--- config.mk ---
export PLATFORM = sky130hd
export DESIGN_NAME = module_pc_ctrl
export DESIGN_NICKNAME = d
export VERILOG_FILES = /design/src/rtl/pc_ctrl_pkg.sv /design/src/rtl/module_ras.sv /design/src/rtl/module_pc_ctrl.sv
export SDC_FILE = /design/constraint.sdc
export NUM_CORES = 1
export LEC_CHECK = 0
export ABC_AREA = 1
export CAP_MARGIN = 20
export CORE_UTILIZATION = 51
export CTS_CLUSTER_DIAMETER = 100
export CTS_CLUSTER_SIZE = 8
export DETAILED_ROUTE_END_ITERATION = 10
export PLACE_DENSITY = 0.77
export SKIP_LAST_GASP = 1
export SLEW_MARGIN = 20
export SYNTH_ARGS = -nofsm -noshare
export SYNTH_HDL_FRONTEND = slang
export SYNTH_HIERARCHICAL = 1
export SYNTH_SLANG_ARGS = --single-unit
--- constraint.sdc ---
create_clock -name clk -period 2.1 [get_ports clk]
set_input_delay 0.315 -clock clk [delete_from_list [all_inputs] [get_ports clk]]
set_output_delay 0.315 -clock clk [all_outputs]
set_load 0.02 [all_outputs]
--- src/rtl/pc_ctrl_pkg.sv ---
// Shared constants and helpers for the fetch-stage program-counter unit.
package pc_ctrl_pkg;

  localparam logic [1:0] PC_SEQ    = 2'b00;
  localparam logic [1:0] PC_BRANCH = 2'b01;
  localparam logic [1:0] PC_CALL   = 2'b10;
  localparam logic [1:0] PC_RET    = 2'b11;

  function automatic int unsigned clog2(input int unsigned value);
    int unsigned result;
    result = 0;
    while ((32'd1 << result) < value) result++;
    return result;
  endfunction

endpackage

--- src/rtl/module_ras.sv ---
// Circular return-address stack: a wrapping top pointer plus an occupancy count.
module module_ras
  import pc_ctrl_pkg::*;
#(
  parameter int unsigned WORD_SIZE = 32,
  parameter int unsigned RAS_DEPTH = 4
) (
  input  logic                 clk,
  input  logic                 reset,
  input  logic                 push,
  input  logic                 pop,
  input  logic [WORD_SIZE-1:0] push_data,
  output logic [WORD_SIZE-1:0] top_data,
  output logic                 empty,
  output logic                 full,
  output logic                 ovf_evt,
  output logic                 unf_evt
);

  localparam int unsigned PtrW = clog2(RAS_DEPTH);
  localparam int unsigned CntW = PtrW + 1;

  logic [WORD_SIZE-1:0] mem_q [RAS_DEPTH];
  logic [WORD_SIZE-1:0] mem_d [RAS_DEPTH];
  logic [PtrW-1:0]      top_q, top_d, wr_ptr;
  logic [CntW-1:0]      cnt_q, cnt_d;

  assign empty    = (cnt_q == '0);
  assign full     = (cnt_q == CntW'(RAS_DEPTH));
  assign wr_ptr   = top_q + PtrW'(1);
  assign top_data = mem_q[top_q];
  assign ovf_evt  = push & full;
  assign unf_evt  = pop & empty;

  // When full, wr_ptr lands on the oldest entry, so a push overwrites it.
  always_comb begin
    mem_d = mem_q;
    top_d = top_q;
    cnt_d = cnt_q;
    if (push) begin
      mem_d[wr_ptr] = push_data;
      top_d         = wr_ptr;
      if (!full) cnt_d = cnt_q + CntW'(1);
    end else if (pop && !empty) begin
      top_d = top_q - PtrW'(1);
      cnt_d = cnt_q - CntW'(1);
    end
  end

  always_ff @(posedge clk) begin
    if (!reset) begin
      top_q <= '0;
      cnt_q <= '0;
    end else begin
      top_q <= top_d;
      cnt_q <= cnt_d;
    end
  end

  always_ff @(posedge clk) begin
    mem_q <= mem_d;
  end

endmodule

--- src/rtl/module_pc_ctrl.sv ---
// Program-counter unit: next-PC mux (seq/branch/call/ret), stall hold, RAS and
// sticky RAS overflow/underflow status.
module module_pc_ctrl
  import pc_ctrl_pkg::*;
#(
  parameter int unsigned          WORD_SIZE    = 32,
  parameter logic [WORD_SIZE-1:0] RESET_VECTOR = '0,
  parameter int unsigned          INSTR_BYTES  = 4,
  parameter int unsigned          RAS_DEPTH    = 4
) (
  input  logic                 clk,
  input  logic                 reset,
  input  logic                 stall,
  input  logic [1:0]           mode,
  input  logic                 branch_taken,
  input  logic [WORD_SIZE-1:0] target,
  input  logic                 clr_err,
  output logic [WORD_SIZE-1:0] pc_out,
  output logic [WORD_SIZE-1:0] pc_next,
  output logic                 ras_empty,
  output logic                 ras_full,
  output logic                 ras_overflow,
  output logic                 ras_underflow
);

  localparam logic [WORD_SIZE-1:0] Incr      = WORD_SIZE'(INSTR_BYTES);
  localparam logic [WORD_SIZE-1:0] AlignMask = ~WORD_SIZE'(INSTR_BYTES - 1);

  logic [WORD_SIZE-1:0] pc_q, pc_d;
  logic                 ovf_q, ovf_d;
  logic                 unf_q, unf_d;
  logic [WORD_SIZE-1:0] tgt, seq, ras_top;
  logic                 push, pop, ovf_evt, unf_evt;

  assign tgt = target & AlignMask;
  assign seq = pc_q + Incr;

  module_ras #(
    .WORD_SIZE (WORD_SIZE),
    .RAS_DEPTH (RAS_DEPTH)
  ) u_ras (
    .clk       (clk),
    .reset     (reset),
    .push      (push),
    .pop       (pop),
    .push_data (seq),
    .top_data  (ras_top),
    .empty     (ras_empty),
    .full      (ras_full),
    .ovf_evt   (ovf_evt),
    .unf_evt   (unf_evt)
  );

  always_comb begin
    pc_d = pc_q;
    push = 1'b0;
    pop  = 1'b0;
    if (!stall) begin
      unique case (mode)
        PC_SEQ:    pc_d = seq;
        PC_BRANCH: pc_d = branch_taken ? tgt : seq;
        PC_CALL: begin
          push = 1'b1;
          pc_d = tgt;
        end
        PC_RET: begin
          pop  = 1'b1;
          pc_d = ras_empty ? tgt : ras_top;
        end
        default: pc_d = seq;
      endcase
    end
  end

  // A new event wins over clr_err; stalls suppress events via push/pop gating.
  always_comb begin
    ovf_d = clr_err ? 1'b0 : ovf_q;
    unf_d = clr_err ? 1'b0 : unf_q;
    if (ovf_evt) ovf_d = 1'b1;
    if (unf_evt) unf_d = 1'b1;
  end

  always_ff @(posedge clk) begin
    if (!reset) begin
      pc_q  <= RESET_VECTOR;
      ovf_q <= 1'b0;
      unf_q <= 1'b0;
    end else begin
      pc_q  <= pc_d;
      ovf_q <= ovf_d;
      unf_q <= unf_d;
    end
  end

  assign pc_out        = pc_q;
  assign pc_next       = pc_d;
  assign ras_overflow  = ovf_q;
  assign ras_underflow = unf_q;

endmodule
==> flow_metrics.env, run 1 <==
export IMPL_hpwl_um=17700
export IMPL_area_delta_synth_final_pct=46.9
export IMPL_ir_worst_vdd_mv=0.596
export IMPL_finClkSkew_ns=0.0116
export IMPL_r2r_slack_ns=-0.16
export IMPL_cap_violations=0
export IMPL_instances_no_fill=1439
export IMPL_antenna_found_initial=0
export IMPL_wl_met2_um=14500
export IMPL_viasPerCell=5.91
export IMPL_hold_viol=0
export IMPL_setup_violations=34
export IMPL_vias=8501
export IMPL_ys_seq_area_share_pct=53.5
export IMPL_core_um2=16600
export IMPL_synth_area_um2=8640
export IMPL_cp_arrival_ns=2.34
export IMPL_syn_inst=922
export IMPL_yosys_most_used_dff="edfxtp_1"
export IMPL_path_max_fanout=8
export IMPL_timing_worst_slew_pin_value_ns=0.475
export IMPL_drtIter0Drc=1258
export IMPL_max_clock_freq_mhz=376
export IMPL_crit_type="reg2out"
export IMPL_yosys_top_cells_area="edfxtp_1 (44%), dfxtp_1 (9.0%), nand2_1 (8.6%)"
export IMPL_globalRouteOverflowTotal=0
export IMPL_post_route_period_util_pct=127
export IMPL_crit_path_start_kind="flop"
export IMPL_dp_cells=1362
export IMPL_cts_buffer_depth=2
export IMPL_drc=0
export IMPL_ios=107
export IMPL_ant_nets=0
export IMPL_finalSetupTns_ns=-12.90
export IMPL_portBuffers=104
export IMPL_cts_tree="done"
export IMPL_power_leakage_nw=5.24
export IMPL_routed_top_layer="met4"
export IMPL_dr_pass1_iters=6
export IMPL_synth_area_leader_cell="edfxtp_1"
export IMPL_grt_usage_pct=31.9
export IMPL_wl_met1_um=11300
export IMPL_die_height_um=132
export IMPL_layout_min_cycle_time_ns=2.66
export IMPL_crit_required_ns=1.78
export IMPL_synth_most_common_cell="nand2_1"
export IMPL_cts_buffers=17
export IMPL_clk_latency_ns=0.44
export IMPL_gp_congestion=0.905
export IMPL_async_reset_ff_share_pct=0
export IMPL_cts_htree_levels=4
export IMPL_power_density_nw_per_um2=688
export IMPL_critPathCaptureType="output port"
export IMPL_synth_warnings=6
export IMPL_drive_above_1_share_pct=38.9
export IMPL_grt_max_degree=31
export IMPL_postSynthAreaPerCell_um2=9.37
export IMPL_dr_wl_met3_um=3460
export IMPL_wl_um=30800
export IMPL_ctsRootBufferMaster="clkbuf_16"
export IMPL_synth_common_cells="nand2_1 (197), edfxtp_1 (128), nor2_1 (101)"
export IMPL_rows=47
export IMPL_synth_distinct_cells=39
export IMPL_avgRoutedWirePerCell_um=21.4
export IMPL_grt_pass1_vias=7857
export IMPL_ys_seq_elements=167
export IMPL_cts_clk_slew_worst_paths_ns=0.07
export IMPL_cts_sinks=167
export IMPL_grt_pass1_wl_um=41700
export IMPL_start_util_pct=52.1
export IMPL_finish_net_count=1250
export IMPL_drv_slew=0
export IMPL_rsz0062_at_grt="yes"
export IMPL_die_area_um2=17500
export IMPL_setup_ws_ns=-0.559
export IMPL_slew_headroom_pct=68.3
export IMPL_outcome="finished, violations left"
export IMPL_fp_dieW_um=132
export IMPL_violations="setup timing"
export IMPL_synth_edff_count=128
export IMPL_cts_hold_buffers=0
export IMPL_syn_nets=967
export IMPL_hp_class="reg2reg"
export IMPL_yosys_area_top_type_share_pct=44.5
-- final timing paths --
path / from / to / cells past startpoint
worst max-delay path: u_ras/top_q[0] / pc_next[11] / 10
worst min-delay path: ras_underflow / ras_underflow / 2
worst max register to register: u_ras/top_q[0] / pc_out[7] / 14
worst min register to register: ras_underflow / ras_underflow / 2
-- cell usage in the layout (no fill, tap or decap), drive strengths merged --
cell type      instances
dlygate4sd2            2
fa                     1
nand2                199
a22o                   1
xor2                  14
a31o                  10
nand3                 26
clkbuf                24
o21ai                 82
nand3b                 3
or2                    3
nor2                 133
o221ai                 2
xnor2                  4
clkinv                 3
dfxtp                 39
and2                   6
bufinv                 1
diode                  1
clkdlybuf4s50         69
o21bai                15
nor3                   2
buf                  232
a22oi                  3
inv                  101
o211ai                17
o22ai                 34
clkinvlp               5
edfxtp               128
ha                     5
a21oi                 54
-- kinds of logic (layout without fill, tap and decap cells) --
logic type / Yosys count / in the layout / share of synthesized area, %
DFF: 167 / 167 / 53.5
and+or+nand+nor: 372 / 372 / 19.4
other: 0 / 1 / 0
xor gates and xnor gates: 18 / 18 / 2.17
adders and majority gates: 6 / 6 / 0.956
AOI/OAI and AO/OA: 218 / 218 / 16.5
buffers and inverters: 141 / 437 / 7.49
-- where the power goes --
part / internal (W) / switching [W]
Clock: 0.00164 / 0.00135
Sequential: 0.00364 / 0.0000814
Combinational: 0.000891 / 0.00112
-- registers in the layout, summed over array words and instances, names as in the netlist --
name / cells
pc_out: 32
ras_overflow: 1
ras_underflow: 1
u_ras/cnt_q: 3
u_ras/mem_q: 128
u_ras/top_q: 2
-- routing by layer --
layer  global-route usage (%)  vias to the layer above
li1                         -                     3683
met2                     51.9                      690
met5                        0                        -
met1                     39.4                     3960
met3                     7.54                      168
met4                     17.2                        0
-- layout make-up --
cell class / count / area, µm²
clock buffers: 19 / 433
well taps: 220 / 275
flip-flops and latches: 167 / 4650
multi-input cells: 614 / 3870
diodes: 1 / 2.50
clock inverters: 13 / 121
inverters: 96 / 375
repair inverters: 1 / 11.3
fillers: 962 / 3890
repair buffers: 308 / 2950
-- worst max-delay path: stages (launching register included) --
cell      delay (ns)
dfxtp_4         0.47
clkinv_8        0.15
buf_4           0.17
o21ai_4         0.15
o22ai_4         0.12
a31o_2          0.27
a21oi_2         0.16
nand2_1         0.12
nand2_2         0.12
inv_2           0.04
buf_6           0.12
-- metrics by stage --
| step | setup WS (ns) | instance area, µm² | hold slack (ns) | util (%) | total power [W] |
|---|---|---|---|---|---|
| 4_1_cts | -0.455 | 12000 | 0.503 | 72.5 | 0.00839 |
| 2_1_floorplan | 0.0641 | 8640 | 0.413 | - | 0.00457 |
| 3_5_place_dp | -0.666 | 11100 | 0.491 | 66.7 | 0.00536 |
| 6_report | -0.559 | 12700 | 0.512 | 76.6 | 0.00873 |
| 5_1_grt | -0.623 | 12700 | 0.567 | 76.5 | 0.00896 |
| 3_3_place_gp | -0.636 | 11100 | 0.471 | 66.7 | 0.00532 |
-- what timing repair did --
action                                  CTS  global route
gates cloned                              3             5
buffers inserted                         23            18
pin swaps                                19            71
gates resized for setup                 229           178
endpoints found under the setup margin   33            34
No activity file was read; power rests on OpenSTA's default activity.
==> run 2, diff against run 1 <==
--- a/config.mk
+++ b/config.mk
@@ -11,6 +11,7 @@
 export CTS_CLUSTER_DIAMETER = 100
 export CTS_CLUSTER_SIZE = 8
 export DETAILED_ROUTE_END_ITERATION = 10
+export GPL_ROUTABILITY_DRIVEN = 0
 export PLACE_DENSITY = 0.77
 export SKIP_LAST_GASP = 1
 export SLEW_MARGIN = 20
==> results of run 2 <==
The final DEF is identical to that of run 1; final timing and power are the same.
==> run 3, diff against run 2 <==
--- a/config.mk
+++ b/config.mk
@@ -7,13 +7,13 @@
 export LEC_CHECK = 0
 export ABC_AREA = 1
 export CAP_MARGIN = 20
+export CORE_MARGIN = 2
 export CORE_UTILIZATION = 51
 export CTS_CLUSTER_DIAMETER = 100
 export CTS_CLUSTER_SIZE = 8
 export DETAILED_ROUTE_END_ITERATION = 10
 export GPL_ROUTABILITY_DRIVEN = 0
 export PLACE_DENSITY = 0.77
-export SKIP_LAST_GASP = 1
 export SLEW_MARGIN = 20
 export SYNTH_ARGS = -nofsm -noshare
 export SYNTH_HDL_FRONTEND = slang
==> run 3 against run 2 <==
  * The flow still finishes with violations (setup timing)
  * Critical endpoint is now pc_next[14]
  * Die area rose by 3.1%
  * Core utilization fell by 2.9 points
  * Worst hold slack got worse by 0.0021 ns
  * Register-to-register slack improved by 0.08 ns
  * Fmax rose by 2.0%
  * Global-route usage fell by 0.84 points
  * Largest cell class unchanged
==> flow_metrics.env, run 3 (synthesis results as in run 1) <==
export IMPL_outcome="finished, violations left"
export IMPL_violations="setup timing"
export IMPL_finish_net_count=1227
export IMPL_worstPathCellList="inv_4 -> o21ai_0 -> o22ai_2 -> o21ai_1 -> nand2_1 -> a21oi_2 -> nand2_1 -> nand2_1 -> inv_1 -> buf_2"
export IMPL_core_um2=16600
export IMPL_cts_tree="done"
export IMPL_die_area_um2=18000
export IMPL_pwr_share_clk_pct=35.0
export IMPL_wl_um=28100
export IMPL_rsz0062_at_grt="yes"
export IMPL_top_register="u_ras/mem_q"
export IMPL_cts_buffers=17
export IMPL_critPathMostFrequentCell="nand2_1"
export IMPL_grt_pass1_vias=7793
export IMPL_num_antenna_cells=0
export IMPL_hpwl_um=18000
export IMPL_multiInputGateArea_um2=3700
export IMPL_crit_required_ns=1.78
export IMPL_start_util_pct=52.1
export IMPL_final_common_cell="nand2_1"
export IMPL_cts_hold_buffers=0
export IMPL_cap_violations=0
export IMPL_cts_buffer_depth=2
export IMPL_instances_no_fill=1415
export IMPL_grt_max_degree=27
export IMPL_rows=47
export IMPL_hold_viol=0
export IMPL_cts_htree_levels=4
export IMPL_fill_cells=1101
export IMPL_p_switching_w=0.00241
export IMPL_fp_dieW_um=134
export IMPL_power_leakage_nw=5.04
export IMPL_cp_arrival_ns=2.29
export IMPL_hp_class="reg2reg"
export IMPL_cts_clk_slew_worst_paths_ns=0.06
export IMPL_avgRoutedWirePerCell_um=19.9
export IMPL_layout_common_cells="nand2_1 (185), buf_4 (161), edfxtp_1 (128), nor2_1 (86), inv_1 (76)"
export IMPL_setup_ws_ns=-0.508
export IMPL_timing_worst_slew_pin_value_ns=0.460
export IMPL_holdWs_ns=0.510
export IMPL_path_max_fanout=8
export IMPL_layout_min_cycle_time_ns=2.61
export IMPL_crit_type="reg2out"
export IMPL_drive_above_1_share_pct=35.2
export IMPL_dr_pass1_iters=7
export IMPL_seq_area_um2=4640
export IMPL_portBuffers=104
export IMPL_grt_pass1_wl_um=41800
export IMPL_switching_share_pct=28.2
export IMPL_viasPerCell=5.71
export IMPL_antenna_found_initial=0
export IMPL_cts_sinks=167
export IMPL_globalRouteOverflowTotal=0
export IMPL_power_frac_seq_pct=43.4
export IMPL_critPathCaptureType="output port"
export IMPL_drtIter0Drc=1009
export IMPL_largest_register_ffs=128
export IMPL_r2r_slack_ns=-0.08
export IMPL_setup_violations=33
export IMPL_combPwrFrac_pct=21.6
export IMPL_intPower_w=0.00615
export IMPL_ctsRootBufferMaster="clkbuf_16"
export IMPL_cpMaxStageDelayCell="dfxtp_4"
export IMPL_area_delta_synth_final_pct=41.4
export IMPL_power_density_nw_per_um2=701
export IMPL_final_area_um2=12200
export IMPL_clk_latency_ns=0.44
export IMPL_grt_usage_pct=31.0
export IMPL_ios=107
export IMPL_ir_worst_vdd_mv=0.605
export IMPL_vias=8083
export IMPL_dp_cells=1358
export IMPL_crit_path_start_kind="flop"
export IMPL_final_core_util_pct=73.7
export IMPL_die_height_um=134
export IMPL_slew_headroom_pct=69.2
export IMPL_drv_slew=0
export IMPL_ant_nets=0
export IMPL_drc=0
export IMPL_max_clock_freq_mhz=383
export IMPL_placed_cell_area_um2=11000
export IMPL_finClkSkew_ns=0.0111
export IMPL_p_total_w=0.00856
export IMPL_critical_path_max_stage_delay_ns=0.49
export IMPL_post_route_period_util_pct=124
run 3: changes by cell type in the layout (fill, tap and decap cells not counted), sizes merged:
cell          previous run  this run
clkinv                   3         5
inv                    101        97
buf                    232       213
clkbuf                  24        22
diode                    1         0
dlymetal6s2s             0         1
clkinvlp                 5         4
run 3: per-stage QoR:
step	TNS (ns)	setup WS, ns
after floorplan	0	0.0641
after global placement	-55.54	-0.810
after detailed placement	-59.98	-0.809
after CTS	-10.23	-0.417
after global routing	-15.14	-0.570
final	-12.21	-0.508
run 3: final cells by class:
| type | count | share of cell area (%) |
|---|---|---|
| timing repair inverter | 1 | 0.0512 |
| sequential | 167 | 38.0 |
| inverter | 96 | 3.07 |
| clock buffer | 22 | 3.80 |
| clock inverter | 10 | 0.809 |
| multi-input combinational | 614 | 30.3 |
| tap | 220 | 2.25 |
| timing repair buffer | 285 | 21.7 |
run 3: path summary, 6_finish.rpt:
path | start | end | depth (start not counted)
worst min register to register | ras_underflow | ras_underflow | 2
worst min-delay path | ras_underflow | ras_underflow | 2
worst max register to register | u_ras/top_q[0] | pc_out[8] | 13
worst max-delay path | u_ras/top_q[0] | pc_next[14] | 10
run 3: layer usage:
layer / routed length, µm / vias up / GRT usage (%)
li1: - / 3637 / -
met1: 10600 / 3772 / 39.8
met2: 13700 / 558 / 51.4
met3: 2730 / 116 / 5.63
met4: 1130 / 0 / 14.8
met5: 0 / - / 0
run 3: power by group through the flow:
stage                     sequential (W)  clock [W]  combinational (W)
after floorplan                  0.00381          0           0.000755
after global placement           0.00377          0            0.00155
after detailed placement         0.00377          0            0.00159
after CTS                        0.00371    0.00299            0.00173
after global routing             0.00372    0.00313            0.00195
final                            0.00372    0.00300            0.00184
run 3: timing repair:
| action | 4_1_cts | 5_1_grt |
|---|---|---|
| endpoints found under the setup margin | 33 | 32 |
| resized for setup | 267 | 76 |
| pin swaps | 15 | 26 |
| setup buffers | 14 | 6 |
| gates cloned | 5 | 0 |
run 3: worst max-delay path, delay by kind of cell, from the launching register on:
kind | cells | cell delay, ns
DFF | 1 | 0.49
and+or+nand+nor | 3 | 0.29
AOI/OAI and AO/OA | 4 | 0.75
buffers and inverters | 3 | 0.33
